## config.mk

```make
export PLATFORM = sky130hd
export DESIGN_NAME = mem_port_arbiter
export DESIGN_NICKNAME = d
export VERILOG_FILES = /design/src/rtl/mem_port_arbiter.sv
export SDC_FILE = /design/constraint.sdc
export NUM_CORES = 1
export LEC_CHECK = 0
export BUFFER_PORTS_ARGS = -buffer_cell sky130_fd_sc_hd__buf_4
export CAP_MARGIN = 25
export CORE_UTILIZATION = 48
export DETAILED_ROUTE_END_ITERATION = 8
export GPL_ROUTABILITY_DRIVEN = 0
export PLACE_DENSITY = 0.8
export SYNTH_ARGS = -nofsm -noshare
export SYNTH_HDL_FRONTEND = slang
export SYNTH_SLANG_ARGS = --single-unit
```

## constraint.sdc

```tcl
create_clock -name clk -period 2.3 [get_ports clk]
set_input_delay 0.115 -clock clk [delete_from_list [all_inputs] [get_ports clk]]
set_output_delay 0.115 -clock clk [all_outputs]
set_load 0.01 [all_outputs]
```

## src/rtl/mem_port_arbiter.sv

```systemverilog
// mem_port_arbiter: shares one single-ported, multi-cycle memory between the
// fetch (I) and memory-stage (D) ports. D has priority unless I has already
// lost STARVE_MAX grants in a row. Each access is launched with a one-cycle
// memEn pulse and finished by memReady. A busy state that never sees memReady
// within TIMEOUT cycles parks the block in ERR until reset.
module mem_port_arbiter #(
    parameter int ADDR_W     = 16,
    parameter int DATA_W     = 16,
    parameter int STARVE_MAX = 3,
    parameter int TIMEOUT    = 32
) (
    input  logic              clk,
    input  logic              rst,
    input  logic              iReq,
    input  logic [ADDR_W-1:0] iAddr,
    output logic [DATA_W-1:0] iData,
    output logic              iDone,
    output logic              iStall,
    input  logic              dReq,
    input  logic              dWr,
    input  logic [ADDR_W-1:0] dAddr,
    input  logic [DATA_W-1:0] dWData,
    output logic [DATA_W-1:0] dRData,
    output logic              dDone,
    output logic              dStall,
    output logic              memEn,
    output logic              memWr,
    output logic [ADDR_W-1:0] memAddr,
    output logic [DATA_W-1:0] memWData,
    input  logic [DATA_W-1:0] memRData,
    input  logic              memReady,
    output logic              err
);

    localparam int SW = $clog2(STARVE_MAX + 1);
    localparam int WW = $clog2(TIMEOUT + 1);

    typedef enum logic [1:0] {IDLE, I_BUSY, D_BUSY, ERR} stateT;

    stateT         state, stateNext;
    logic [SW-1:0] starve;
    logic [WW-1:0] waitCnt;
    logic          grantI, grantD, finish, timeOut;

    assign iStall = iReq & ~iDone;
    assign dStall = dReq & ~dDone;

    // State register.
    always_ff @(posedge clk or negedge rst) begin
        if (!rst) state <= IDLE;
        else      state <= stateNext;
    end

    // Arbitration and busy-state sequencing. No grant is made while a done
    // pulse is out: the finishing requester still holds its req that cycle,
    // and this cycle is the mandatory turnaround between transactions.
    always_comb begin
        stateNext = state;
        grantI    = 1'b0;
        grantD    = 1'b0;
        finish    = 1'b0;
        timeOut   = 1'b0;
        case (state)
            IDLE: begin
                if (!(iDone || dDone)) begin
                    if (dReq && !(iReq && starve >= SW'(STARVE_MAX))) begin
                        grantD    = 1'b1;
                        stateNext = D_BUSY;
                    end else if (iReq) begin
                        grantI    = 1'b1;
                        stateNext = I_BUSY;
                    end
                end
            end
            I_BUSY, D_BUSY: begin
                // memReady takes precedence over a coincident timeout
                if (memReady) begin
                    finish    = 1'b1;
                    stateNext = IDLE;
                end else if (waitCnt == WW'(TIMEOUT - 1)) begin
                    timeOut   = 1'b1;
                    stateNext = ERR;
                end
            end
            ERR:     stateNext = ERR;
            default: stateNext = IDLE;
        endcase
    end

    // Memory command, returned data, done pulses and sticky error.
    always_ff @(posedge clk or negedge rst) begin
        if (!rst) begin
            memEn    <= 1'b0;
            memWr    <= 1'b0;
            memAddr  <= '0;
            memWData <= '0;
            iData    <= '0;
            dRData   <= '0;
            iDone    <= 1'b0;
            dDone    <= 1'b0;
            err      <= 1'b0;
        end else begin
            memEn <= grantI | grantD;
            iDone <= finish && (state == I_BUSY);
            dDone <= finish && (state == D_BUSY);
            if (grantD) begin
                memAddr  <= dAddr;
                memWData <= dWData;
                memWr    <= dWr;
            end else if (grantI) begin
                memAddr <= iAddr;
                memWr   <= 1'b0;
            end else if (finish) begin
                memWr <= 1'b0;
            end
            if (finish && state == I_BUSY)
                iData <= memRData;
            if (finish && state == D_BUSY && !memWr)
                dRData <= memRData;
            if (timeOut)
                err <= 1'b1;
        end
    end

    // Starvation count of D grants won while I waited, and busy-cycle timer.
    always_ff @(posedge clk or negedge rst) begin
        if (!rst) begin
            starve  <= '0;
            waitCnt <= '0;
        end else begin
            if (grantD) begin
                if (!iReq)                          starve <= '0;
                else if (starve < SW'(STARVE_MAX))  starve <= starve + SW'(1);
            end else if (grantI) begin
                starve <= '0;
            end
            if (grantI || grantD)
                waitCnt <= '0;
            else if ((state == I_BUSY || state == D_BUSY) && !memReady && !timeOut)
                waitCnt <= waitCnt + WW'(1);
        end
    end

endmodule
```

# After elaboration in Yosys (flattened, before gate mapping)
# Index checks and enable logic that the tools add are counted.
dict set report totals {
  ff_bits 79
  latchBits 0
  ram_bits 0
  mem_bits_ro 0
  input_bits 70
  out_inout_bits 71
  elab_cells 79
  memories 0
}
dict set report classes {
  add_sub_neg 2
  multipliers 0
  div_mod_pow 0
  magnitude_cmp 2
  eq_ne 8
  shift 0
  n_mux 29
  bitwise_logic 5
  n_reduce_logical 21
}
# operator n
set op_table {}
lappend op_table {{2-to-1 mux 16 bit} 2}
lappend op_table {{2-to-1 mux 2 bit} 9}
lappend op_table {{2-to-1 mux 1 bit} 15}
lappend op_table {{2-to-1 mux 6 bit} 2}
lappend op_table {{logical AND 1 bit} 7}
lappend op_table {{adder 6 x 1 -> 6 bit, second input constant} 1}
lappend op_table {{== test 6 x 5 -> 1 bit, second input constant} 1}
lappend op_table {{inequality test 3 bit, second input constant} 2}
lappend op_table {{one-hot mux 2 bit (3 select lines)} 1}
lappend op_table {{== test 2 bit, second input constant} 2}
lappend op_table {{logical NOT 1 bit} 4}
lappend op_table {{nonzero test 2 bit} 2}
lappend op_table {{logical OR 1 bit} 3}
lappend op_table {{inequality test 3 x 2 -> 1 bit, second input constant} 1}
lappend op_table {{AND reduction 3 bit} 1}
lappend op_table {{nonzero test 3 bit} 1}
lappend op_table {{adder 2 x 1 -> 2 bit, second input constant} 1}
lappend op_table {{AND 1 bit} 2}
lappend op_table {{== test 2 x 1 -> 1 bit, second input constant} 1}
lappend op_table {{>= comparator 2 bit, second input constant} 1}
lappend op_table {{logical NOT 2 bit} 1}
lappend op_table {{less-than comparator 2 bit, second input constant} 1}
lappend op_table {{inequality test 2 bit, second input constant} 1}
lappend op_table {{NOT 1 bit} 2}
lappend op_table {{3 further kinds} 3}

# Logic depth before layout (Yosys ltp)
# Gate-level depths: netlist (run 1).
dict set report depth {
  depth_word 9
  mapped_depth 7
  ltp_nobuf 6
}

# Least setup slack after synthesis (run 1)
# Ideal clock, no wire load.
dict set report synth_timing {
  kind {reg2reg}
  from {register state[0]}
  to {register dRData[10]}
  setup_ns 0.125
  t_arrival_ns 1.610
  required_time_ns 2.175
  path_slack_ns 0.564
  stages_incl_launch_ff 8
  path_buffers 2
  synth_period_minus_slack_ns 1.736
  cell_sequence {dfrtp_1 inv_1 ha_1 and3_1 nand2b_1 buf_2 buf_6 mux2_4}
}
dict set report synth_via {
  elab_chain_cells 5
  word_cells_on_any_way 6
  classes_between {eq/ne: 2; mux: 1; reduce/logical: 3}
}
# element line
set synth_lines {}
lappend synth_lines {{from (decl)} 40} ;# stateT state, stateNext;
lappend synth_lines {{from (signal assigned)} 51} ;# else state <= stateNext;
lappend synth_lines {{== test 2 x 1 -> 1 bit or == test 2 bit (tied branches)} {63, 118}}
lappend synth_lines {{OR reduction 2 bit} 63} ;# case (state)
lappend synth_lines {{2-to-1 mux 1 bit} 63}
lappend synth_lines {{logical AND 1 bit (*) (2 in a row)} 118} ;# if (finish && state == D_BUSY && !memWr)
lappend synth_lines {{to (signal assigned)} 119} ;# dRData <= memRData;
lappend synth_lines {{to (decl)} 23} ;# output logic [DATA_W-1:0] dRData,
# Mark *: on every way between the ends. The rest lies on a longest branch, timed or not.
# A chain may end at the register's enable or synchronous reset.

# Worst setup path in the final report (run 1)
dict set report layout_timing {
  from {register state[0]}
  to {register memAddr[6]}
}
dict set report layout_via {
  elab_chain_cells 3
  word_cells_on_any_way 5
  classes_between {mux: 3; reduce/logical: 2}
}
# element line
set layout_lines {}
lappend layout_lines {{logical NOT 2 bit (*)} 63}
lappend layout_lines {{2-to-1 mux 1 bit} 63}
lappend layout_lines {{2-to-1 mux 16 bit or nonzero test 2 bit (tied branches)} n/a}
lappend layout_lines {{to (signal assigned)} 107} ;# memAddr <= dAddr;
lappend layout_lines {{to (signal assigned)} 111} ;# memAddr <= iAddr;
lappend layout_lines {{to (decl)} 28} ;# output logic [ADDR_W-1:0] memAddr,
# Marked as above.

==> metrics, run 1 <==
outcome=complete, no violations; Clock power frac=15.6%; Critical R2R Launch=state[0]; Mapped Cells=299; Routed Antenna Nets=0; GR Util met2=38.71%; switch share=35.44%; Tot Pwr=6.261 mW; Worst Setup Path Type=reg -> reg; CP Launch Type=flop; commonest non-fill, non-tap cell in the layout=buf_4; Final Max Tran Viols=0; Nets=541; setup ws final=0.3353 ns; hpwl dp=5763 µm; initial antenna violation count=0; largest net degree at the start of global routing=80; row count=30; count of different cell masters after synthesis=35; Post-synth EDFFs=0; fmax=509.0 MHz; total die area=0.007286 mm²; FF-to-FF End=memAddr[6]; Avg Cell Area, Syn=11.16 µm²; Post-synth ARST share=100.0%; GR met1 Demand/Resource=27.24%; post-synth top area share=59.26%; #FFs+latches synth=79; GRT Total Usage=22.82%; WHS Path Cells=2; RSZ-0062 raised after global routing=false; Crit. Startpoint=state[0]; Pre-antenna DRT Iters=5; Crit. End Element=flop; Pleak=2.512 nW; Setup Fix Bufs, Post-CTS=0; Die Ht=85.36 µm; DRT iter0 DRCs=111; TNS Setup=0 ns; Flop pwr share=38.6%; mean routed wirelength per cell=14.96 µm; grt met3 use=6.615%; Vias/cell=5.082; syn nets=375; TritonCTS clock tree=yes; Psw=2.219 mW; post-layout min period=1.965 ns; Setup WS pre-CTS=0.3443 ns; Rel. slew slack=67.84%; IO Port Bufs=140; area leader, netlist=dfrtp_1; CP Data Arrival Time=2.23 ns; # clock sinks=79; Diodes inserted=0; HP Start=memRData[13]; # DRC=0; Hold/Removal Path Class=in -> reg; r2r setup slk=0.34 ns; Internal=4.042 mW; Seq/Total Area, Yosys=59.26%; grt ovf=0; worst-skew pair later-pin latency=0.34 ns; first-pass GRT wire length=12880 µm; Ports=141; vias in the first global route=2750; clock buffer depth=2; Root Buffer=clkbuf_8; CTS Buf Count=9; core region area=0.006756 mm²; GR peak layer=met2; Primary FF master, synth=dfrtp_1; Starting Density=49.37%; Final Skew=0.01046 ns; CTS H-tree lvls=3; via count=2795; Worst Setup EP=memAddr[6]; top cells by area, synth=dfrtp_1 (59%), nand2_1 (9.8%), mux2_2 (5.4%); crit share post-route=85.42%; Final Hold Violating Endpoints=0; cell area after synthesis=0.003336 mm²; CP Data Required Time=2.56 ns; Combinational Power Share=45.8%; CP Max Fanout=32; Worst Max-Slew Pin Slew=0.4816 ns; Synth Warn #=0; Layout area overhead=46.85%; ratio of cells with drive above 1 in the final layout=40.85%; Cell Pwr Density=1278 mW/mm²; maxcap violations=0; peak supply drop=0.0007453 V; WHS=0.01260 ns; FF-to-FF path depth=7; Die W=85.36 µm; most frequent cells in the layout=buf_4 (146), nand2_1 (87), dfrtp_1 (79); final setup fails=0; clock slew at reported path FFs=0.08 ns; wirelength, routed=8227 µm
-- cells by family (layout without fill, tap and decap cells) --
family | Yosys count | in the layout | synth area share (%)
simple gates | 128 | 128 | 16.17
xor+xnor | 2 | 2 | 0.5252
flops | 79 | 79 | 59.26
fa+ha+maj | 6 | 6 | 2.251
buf+inv | 20 | 191 | 2.776
compound gates | 29 | 29 | 6.151
mux | 35 | 35 | 12.87
-- per-layer routing --
metal	part of all wire [%]	wire length, µm
met1	39	3200
met4	1.8	147
met5	0	0
met3	8.0	657
met2	51	4222
-- sequential cells by signal, indices dropped and copies added, names as in the netlist, 2 cells and up --
register	count
dRData	16
waitCnt	6
iData	16
state	2
memAddr	16
memWData	16
starve	2
-- cells in the mapped netlist, types with 2 or more instances --
| cell type | instances |
|---|---|
| a31oi_1 | 16 |
| a32o_1 | 2 |
| and3_1 | 2 |
| buf_2 | 8 |
| clkbuf_1 | 5 |
| dfrtp_1 | 79 |
| ha_1 | 6 |
| inv_1 | 5 |
| mux2_1 | 7 |
| mux2_2 | 16 |
| mux2_4 | 10 |
| mux2i_1 | 2 |
| nand2_1 | 87 |
| nand2b_1 | 2 |
| nand3_1 | 4 |
| nor2_1 | 22 |
| nor2b_1 | 2 |
| nor3_1 | 2 |
| o211ai_1 | 2 |
| o31ai_1 | 4 |
| xor2_1 | 2 |
-- area by class of cell --
cell class              instances  area, µm²
clock buffers                  11      131.4
clock inverters                 5      57.56
fillers                       481       1858
inverters                       6      22.52
multi-input cells             200       1266
flip-flops and latches         79       1977
well taps                      80      100.1
repair buffers                169       1344
-- worst min path at each step --
stage	end	slack (ns)
floorplan	dDone	-0.18
global placement	memWData[15]	0.30
detailed placement	memWData[14]	0.31
CTS	dRData[10]	0.003
finish	dRData[13]	0.01
global route	dRData[14]	0.002
-- timing repair --
action | in CTS | in global routing
hold buffers | 21 | 1
resized for setup | 0 | 0
endpoints found under the setup margin | 0 | 0
hold endpoints to repair | 99 | 1
-- worst max-delay path, stage by stage, from the launching register on --
cell,delay [ns]
dfrtp_1,0.40
inv_1,0.11
ha_1,0.29
nand3b_1,0.21
inv_2,0.42
buf_4,0.26
nor2_1,0.06
a31oi_1,0.14
-- stage by stage --
step / std cells / instance area (µm²) / util [%]
floorplan: 299 / 3336 / -
global placement: 511 / 4462 / 66.04
detailed placement: 511 / 4462 / 66.04
CTS: 548 / 4861 / 71.94
global route: 550 / 4898 / 72.50
finish: 550 / 4898 / 72.50
-- power by group through the flow --
stage | sequential (mW) | clock [mW] | combinational, mW
global placement | 2.40 | 0 | 2.74
finish | 2.41 | 0.979 | 2.87
floorplan | 2.65 | 0 | 1.25
CTS | 2.41 | 1.01 | 2.88
global route | 2.48 | 1.07 | 3.12
detailed placement | 2.42 | 0 | 2.85
(Power assumes the default switching activity.)
==> run 2: changes to the inputs <==
--- a/config.mk
+++ b/config.mk
@@ -5,12 +5,15 @@
 export SDC_FILE = /design/constraint.sdc
 export NUM_CORES = 1
 export LEC_CHECK = 0
+export ABC_AREA = 1
 export BUFFER_PORTS_ARGS = -buffer_cell sky130_fd_sc_hd__buf_4
 export CAP_MARGIN = 25
-export CORE_UTILIZATION = 48
+export CELL_PAD_IN_SITES_DETAIL_PLACEMENT = 1
+export CELL_PAD_IN_SITES_GLOBAL_PLACEMENT = 1
+export CORE_UTILIZATION = 34
 export DETAILED_ROUTE_END_ITERATION = 8
 export GPL_ROUTABILITY_DRIVEN = 0
-export PLACE_DENSITY = 0.8
+export PLACE_DENSITY_LB_ADDON = 0.1
 export SYNTH_ARGS = -nofsm -noshare
 export SYNTH_HDL_FRONTEND = slang
 export SYNTH_SLANG_ARGS = --single-unit
==> metrics, run 2 <==
outcome=complete, no violations; total die area=0.01059 mm²; CTS H-tree lvls=3; CP Data Required Time=2.54 ns; CTS Buf Count=9; Primary FF master, synth=dfrtp_1; Final Max Tran Viols=0; syn nets=487; CP Launch Type=flop; Worst Max-Slew Pin Slew=0.4939 ns; Layout area overhead=44.85%; clock slew at reported path FFs=0.08 ns; Clock power frac=16.8%; Rel. slew slack=67.07%; largest net degree at the start of global routing=46; Hold/Removal Path Class=in -> reg; Nets=646; Seq/Total Area, Yosys=57.10%; most instantiated cells after synthesis=nand2_1 (183), dfrtp_1 (79), inv_1 (44); Pleak=2.817 nW; Core Util, Final=51.07%; Pre-antenna DRT Iters=4; count of different cell masters after synthesis=25; area of the multi-input gates=0.001200 mm²; DRT iter0 DRCs=60; mean routed wirelength per cell=13.89 µm; FILL cells=1230; final std cells w/o fill=708; crit share post-route=77.17%; post-synth top area share=57.10%; Crit. End Element=flop; vias in the first global route=3282; most frequent cells in the layout=nand2_1 (183), buf_4 (143), dfrtp_1 (79); Starting Density=35.26%; switch share=38.77%; peak supply drop=0.0005583 V; Resize count post-CTS=0; cts hold-fix bufs=18; RSZ-0062 raised after global routing=false; via count=3193; Die W=102.9 µm; most frequent cell after synthesis=nand2_1; commonest non-fill, non-tap cell in the layout=nand2_1; placed cell count=674; #FFs+latches synth=79; # DRC=0; Final Hold Violating Endpoints=0; register area=0.001977 mm²; Routed Antenna Nets=0; Avg Cell Area, Syn=8.424 µm²; fmax=563.4 MHz; Tot Pwr=6.072 mW; Post-synth ARST share=100.0%; row count=36; # clock sinks=79; Psw=2.354 mW; cell area after synthesis=0.003462 mm²; core region area=0.009819 mm²; Internal=3.717 mW; IO Port Bufs=140; GRT Total Usage=19.72%; Synth Warn #=0; Combinational Power Share=44.5%; Final Skew=0.006813 ns; first-pass GRT wire length=15740 µm; ratio of cells with drive above 1 in the final layout=29.57%; Worst Setup Path Type=reg -> reg; final setup fails=0; Mapped Cells=411; hpwl dp=6830 µm; Root Buffer=clkbuf_8; area leader, netlist=dfrtp_1; Vias/cell=4.510; TritonCTS clock tree=yes; post-layout min period=1.775 ns; Die Ht=102.9 µm; Ports=141; grt ovf=0; initial antenna violation count=0; Diodes inserted=0; CP Data Arrival Time=2.02 ns; worst-skew pair later-pin latency=0.35 ns; top cells by area, synth=dfrtp_1 (57%), nand2_1 (20%), o21ai_0 (4.9%); wirelength, routed=9831 µm; CP Max Fanout=34; TNS Setup=0 ns; clock buffer depth=2; Post-synth EDFFs=0; Flop pwr share=38.7%; Setup Fix Bufs, Post-CTS=0; Cell Pwr Density=1211 mW/mm²; maxcap violations=0
[run 2: power by group through the flow]
stage	clock (mW)	combinational, mW	sequential [mW]
after global placement	0	2.65	2.35
after detailed placement	0	2.73	2.36
after CTS	1.06	2.75	2.35
after global routing	1.11	3.06	2.43
after floorplan	0	1.19	2.58
final	1.02	2.70	2.35
[run 2: through the flow]
step	cell area, µm²	hold slack (ns)	setup WS [ns]
6_report	5015	0.03152	0.5251
5_1_grt	5015	0.03483	0.3270
4_1_cts	5015	0.01746	0.5133
3_5_place_dp	4639	0.1168	0.5366
3_3_place_gp	4639	0.1144	0.6248
2_1_floorplan	3462	-0.1806	0.9050
[run 2: per-layer routing]
| metal | wire [µm] | track usage, % | vias to the layer above |
|---|---|---|---|
| met4 | 154 | 8.126 | 0 |
| met1 | 4354 | 24.03 | 1514 |
| met3 | 618 | 4.746 | 10 |
| met5 | 0 | 0 | - |
| met2 | 4704 | 33.54 | 95 |
| li1 | - | - | 1574 |
[run 2: logic make-up after synthesis]
logic type | after synthesis | share of synthesized area [%]
buffers and inverters | 63 | 8.240
adder cells (fa/ha/maj) | 6 | 2.168
flip-flops | 79 | 57.10
AO/OA/AOI/OAI | 57 | 8.673
AND/OR/NAND/NOR | 206 | 23.82
[run 2: area by class of cell]
cell class                      count  area share (%)
Clock buffer                       14           3.643
Tap cell                          133           3.318
Sequential cell                    79           39.42
Clock inverter                      2          0.2495
Timing Repair Buffer              163           25.80
Inverter                           48           3.643
Multi-Input combinational cell    269           23.93
[run 2: worst paths after layout]
kind                       cells after the start  slack [ns]   startpoint     endpoint
max                                           10        0.53     state[1]  memAddr[12]
min                                            3        0.03  memRData[0]    dRData[0]
max reg2reg                                   10        0.53     state[1]  memAddr[12]
min reg2reg                                    1        0.46          err          err
max in group asynchronous                      3        1.40          rst     iData[6]
min in group asynchronous                      2        0.26          rst   memAddr[7]
[run 2: worst max-delay path: stages, from the launching register on]
cell	delay, ns
dfrtp_1	0.42
inv_1	0.09
ha_1	0.24
nand2_1	0.08
clkinv_1	0.09
nand3_4	0.23
buf_12	0.26
nand2_1	0.07
o21ai_1	0.06
nand2_1	0.06
nand2_1	0.06
==> run 3: changes to the inputs <==
--- a/config.mk
+++ b/config.mk
@@ -10,7 +10,7 @@
 export CAP_MARGIN = 25
 export CELL_PAD_IN_SITES_DETAIL_PLACEMENT = 1
 export CELL_PAD_IN_SITES_GLOBAL_PLACEMENT = 1
-export CORE_UTILIZATION = 34
+export CORE_UTILIZATION = 31
 export DETAILED_ROUTE_END_ITERATION = 8
 export GPL_ROUTABILITY_DRIVEN = 0
 export PLACE_DENSITY_LB_ADDON = 0.1
==> constraint.sdc (replaced) <==
create_clock -name clk -period 1.4 [get_ports clk]
set_input_delay 0.07 -clock clk [delete_from_list [all_inputs] [get_ports clk]]
set_output_delay 0.07 -clock clk [all_outputs]
set_load 0.01 [all_outputs]
==> metrics, run 3 (synthesized netlist as in run 2, its figures left out) <==
outcome=complete, but fails checks; failing checks=negative setup slack; first-pass GRT wire length=18440 µm; grt ovf=0; Internal=7.954 mW; setup ws final=-0.1003 ns; Ports=141; Final Hold Violating Endpoints=0; Routed Antenna Nets=0; r2r setup slk=-0.10 ns; clock slew at reported path FFs=0.08 ns; Root Buffer=clkbuf_8; Worst Max-Slew Pin Slew=0.3039 ns; Core Util, Final=57.44%; Final Max Tran Viols=0; Die Ht=107.7 µm; Crit. End Element=flop; WHS Path Cells=5; FILL cells=1217; Critical R2R Launch=state[0]; Diodes inserted=0; row count=38; Layout area overhead=79.87%; Crit. Startpoint=state[0]; peak supply drop=0.0009239 V; most frequent cells in the layout=buf_4 (156), nand2_1 (127), dfrtp_1 (79); total die area=0.01160 mm²; FF-to-FF path depth=10; GRT Total Usage=20.57%; via count=3471; post-layout min period=1.500 ns; Final Skew=0.007080 ns; Psw=4.858 mW; vias in the first global route=3697; CTS Buf Count=9; Nets=696; switch share=37.92%; fmax=666.5 MHz; # DRC=0; Hold/Removal Path Class=in -> reg; hpwl dp=7050 µm; mean routed wirelength per cell=15.53 µm; initial antenna violation count=0; IO Port Bufs=140; Worst Setup Path Type=reg -> reg; Rel. slew slack=79.74%; TritonCTS clock tree=yes; ratio of cells with drive above 1 in the final layout=47.28%; Combinational Power Share=52.2%; wirelength, routed=11870 µm; Vias/cell=4.543; worst-skew pair later-pin latency=0.35 ns; clock buffer depth=2; Flop pwr share=31.2%; maxcap violations=0; CP Data Required Time=1.64 ns; Pleak=3.301 nW; largest net degree at the start of global routing=41; WHS=0.01382 ns; placed cell count=696; DRT iter0 DRCs=134; crit share post-route=107.2%; HP Start=iAddr[5]; CP Data Arrival Time=1.74 ns; Starting Density=31.94%; Pre-antenna DRT Iters=4; final setup fails=34; RSZ-0062 raised after global routing=true; CP Launch Type=flop; Clock power frac=16.6%; Die W=107.7 µm; Cell Pwr Density=2057 mW/mm²; CTS H-tree lvls=3; # clock sinks=79; final std cells w/o fill=764; CP Max Fanout=8; core region area=0.01084 mm²; commonest non-fill, non-tap cell in the layout=buf_4
## run 3: cell count changes in the layout (fill, tap and decap cells not counted), sizes merged
cell         delta
buf            +30
dlygate4sd3    +18
bufinv          +3
bufbuf          +1
clkbuf          -1
clkinvlp        -1
inv             -1
## run 3: worst paths after layout
kind | to
setup / recovery | dRData[3]
hold reg to reg | memAddr[8]
max in group asynchronous | iData[7]
min in group asynchronous | memAddr[8]
hold / removal | memAddr[5]
setup reg to reg | dRData[3]
## run 3: cell type report
class,instances,area (µm²),share of cell area [%]
Clock buffer,12,155.1,2.491
Clock inverter,3,90.09,1.447
Multi-Input combinational cell,269,1660,26.66
Inverter,48,200.2,3.215
Timing Repair Buffer,213,1969,31.63
Tap cell,140,175.2,2.813
Sequential cell,79,1977,31.75
## run 3: metal layers
layer | track usage (%) | share of wire (%)
met1 | 24.64 | 41
met2 | 36.36 | 52
met3 | 4.661 | 5.9
met4 | 6.360 | 0.89
met5 | 0 | 0
## run 3: repair_timing
item                                    4_1_cts  5_1_grt
hold buffers                                 36        0
gates cloned                                  7        1
resized for setup                            68      104
hold endpoints to repair                    127        0
setup buffers                                 7        3
pin swaps                                     4       28
endpoints found under the setup margin       52       59
## run 3: through the flow
step / cell area [µm²] / setup slack (ns) / power (mW) / TNS, ns
final: 6227 / -0.1003 / 12.81 / -2.331
after global routing: 6227 / -0.1764 / 13.66 / -5.259
after CTS: 5803 / -0.05073 / 11.94 / -0.6295
after detailed placement: 4811 / -0.05630 / 8.769 / -1.277
after global placement: 4811 / -0.004232 / 8.606 / -0.004232
after floorplan: 3462 / 0.004976 / 6.192 / 0
## run 3: power groups by stage
stage               registers (mW)  logic (mW)  clock network [mW]
floorplan                     4.23        1.96                   0
global route                  4.12        7.26                2.27
detailed placement            3.85        4.92                   0
finish                        4.00        6.69                2.12
global placement              3.81        4.80                   0
CTS                           3.86        5.89                2.18
## run 3: critical path: stages (launching register included)
cell     delay, ns
dfrtp_1       0.40
inv_2         0.09
buf_4         0.11
buf_6         0.09
ha_4          0.12
inv_2         0.04
nor2_4        0.14
nand2_8       0.11
buf_12        0.17
nand2_1       0.05
o21ai_1       0.06
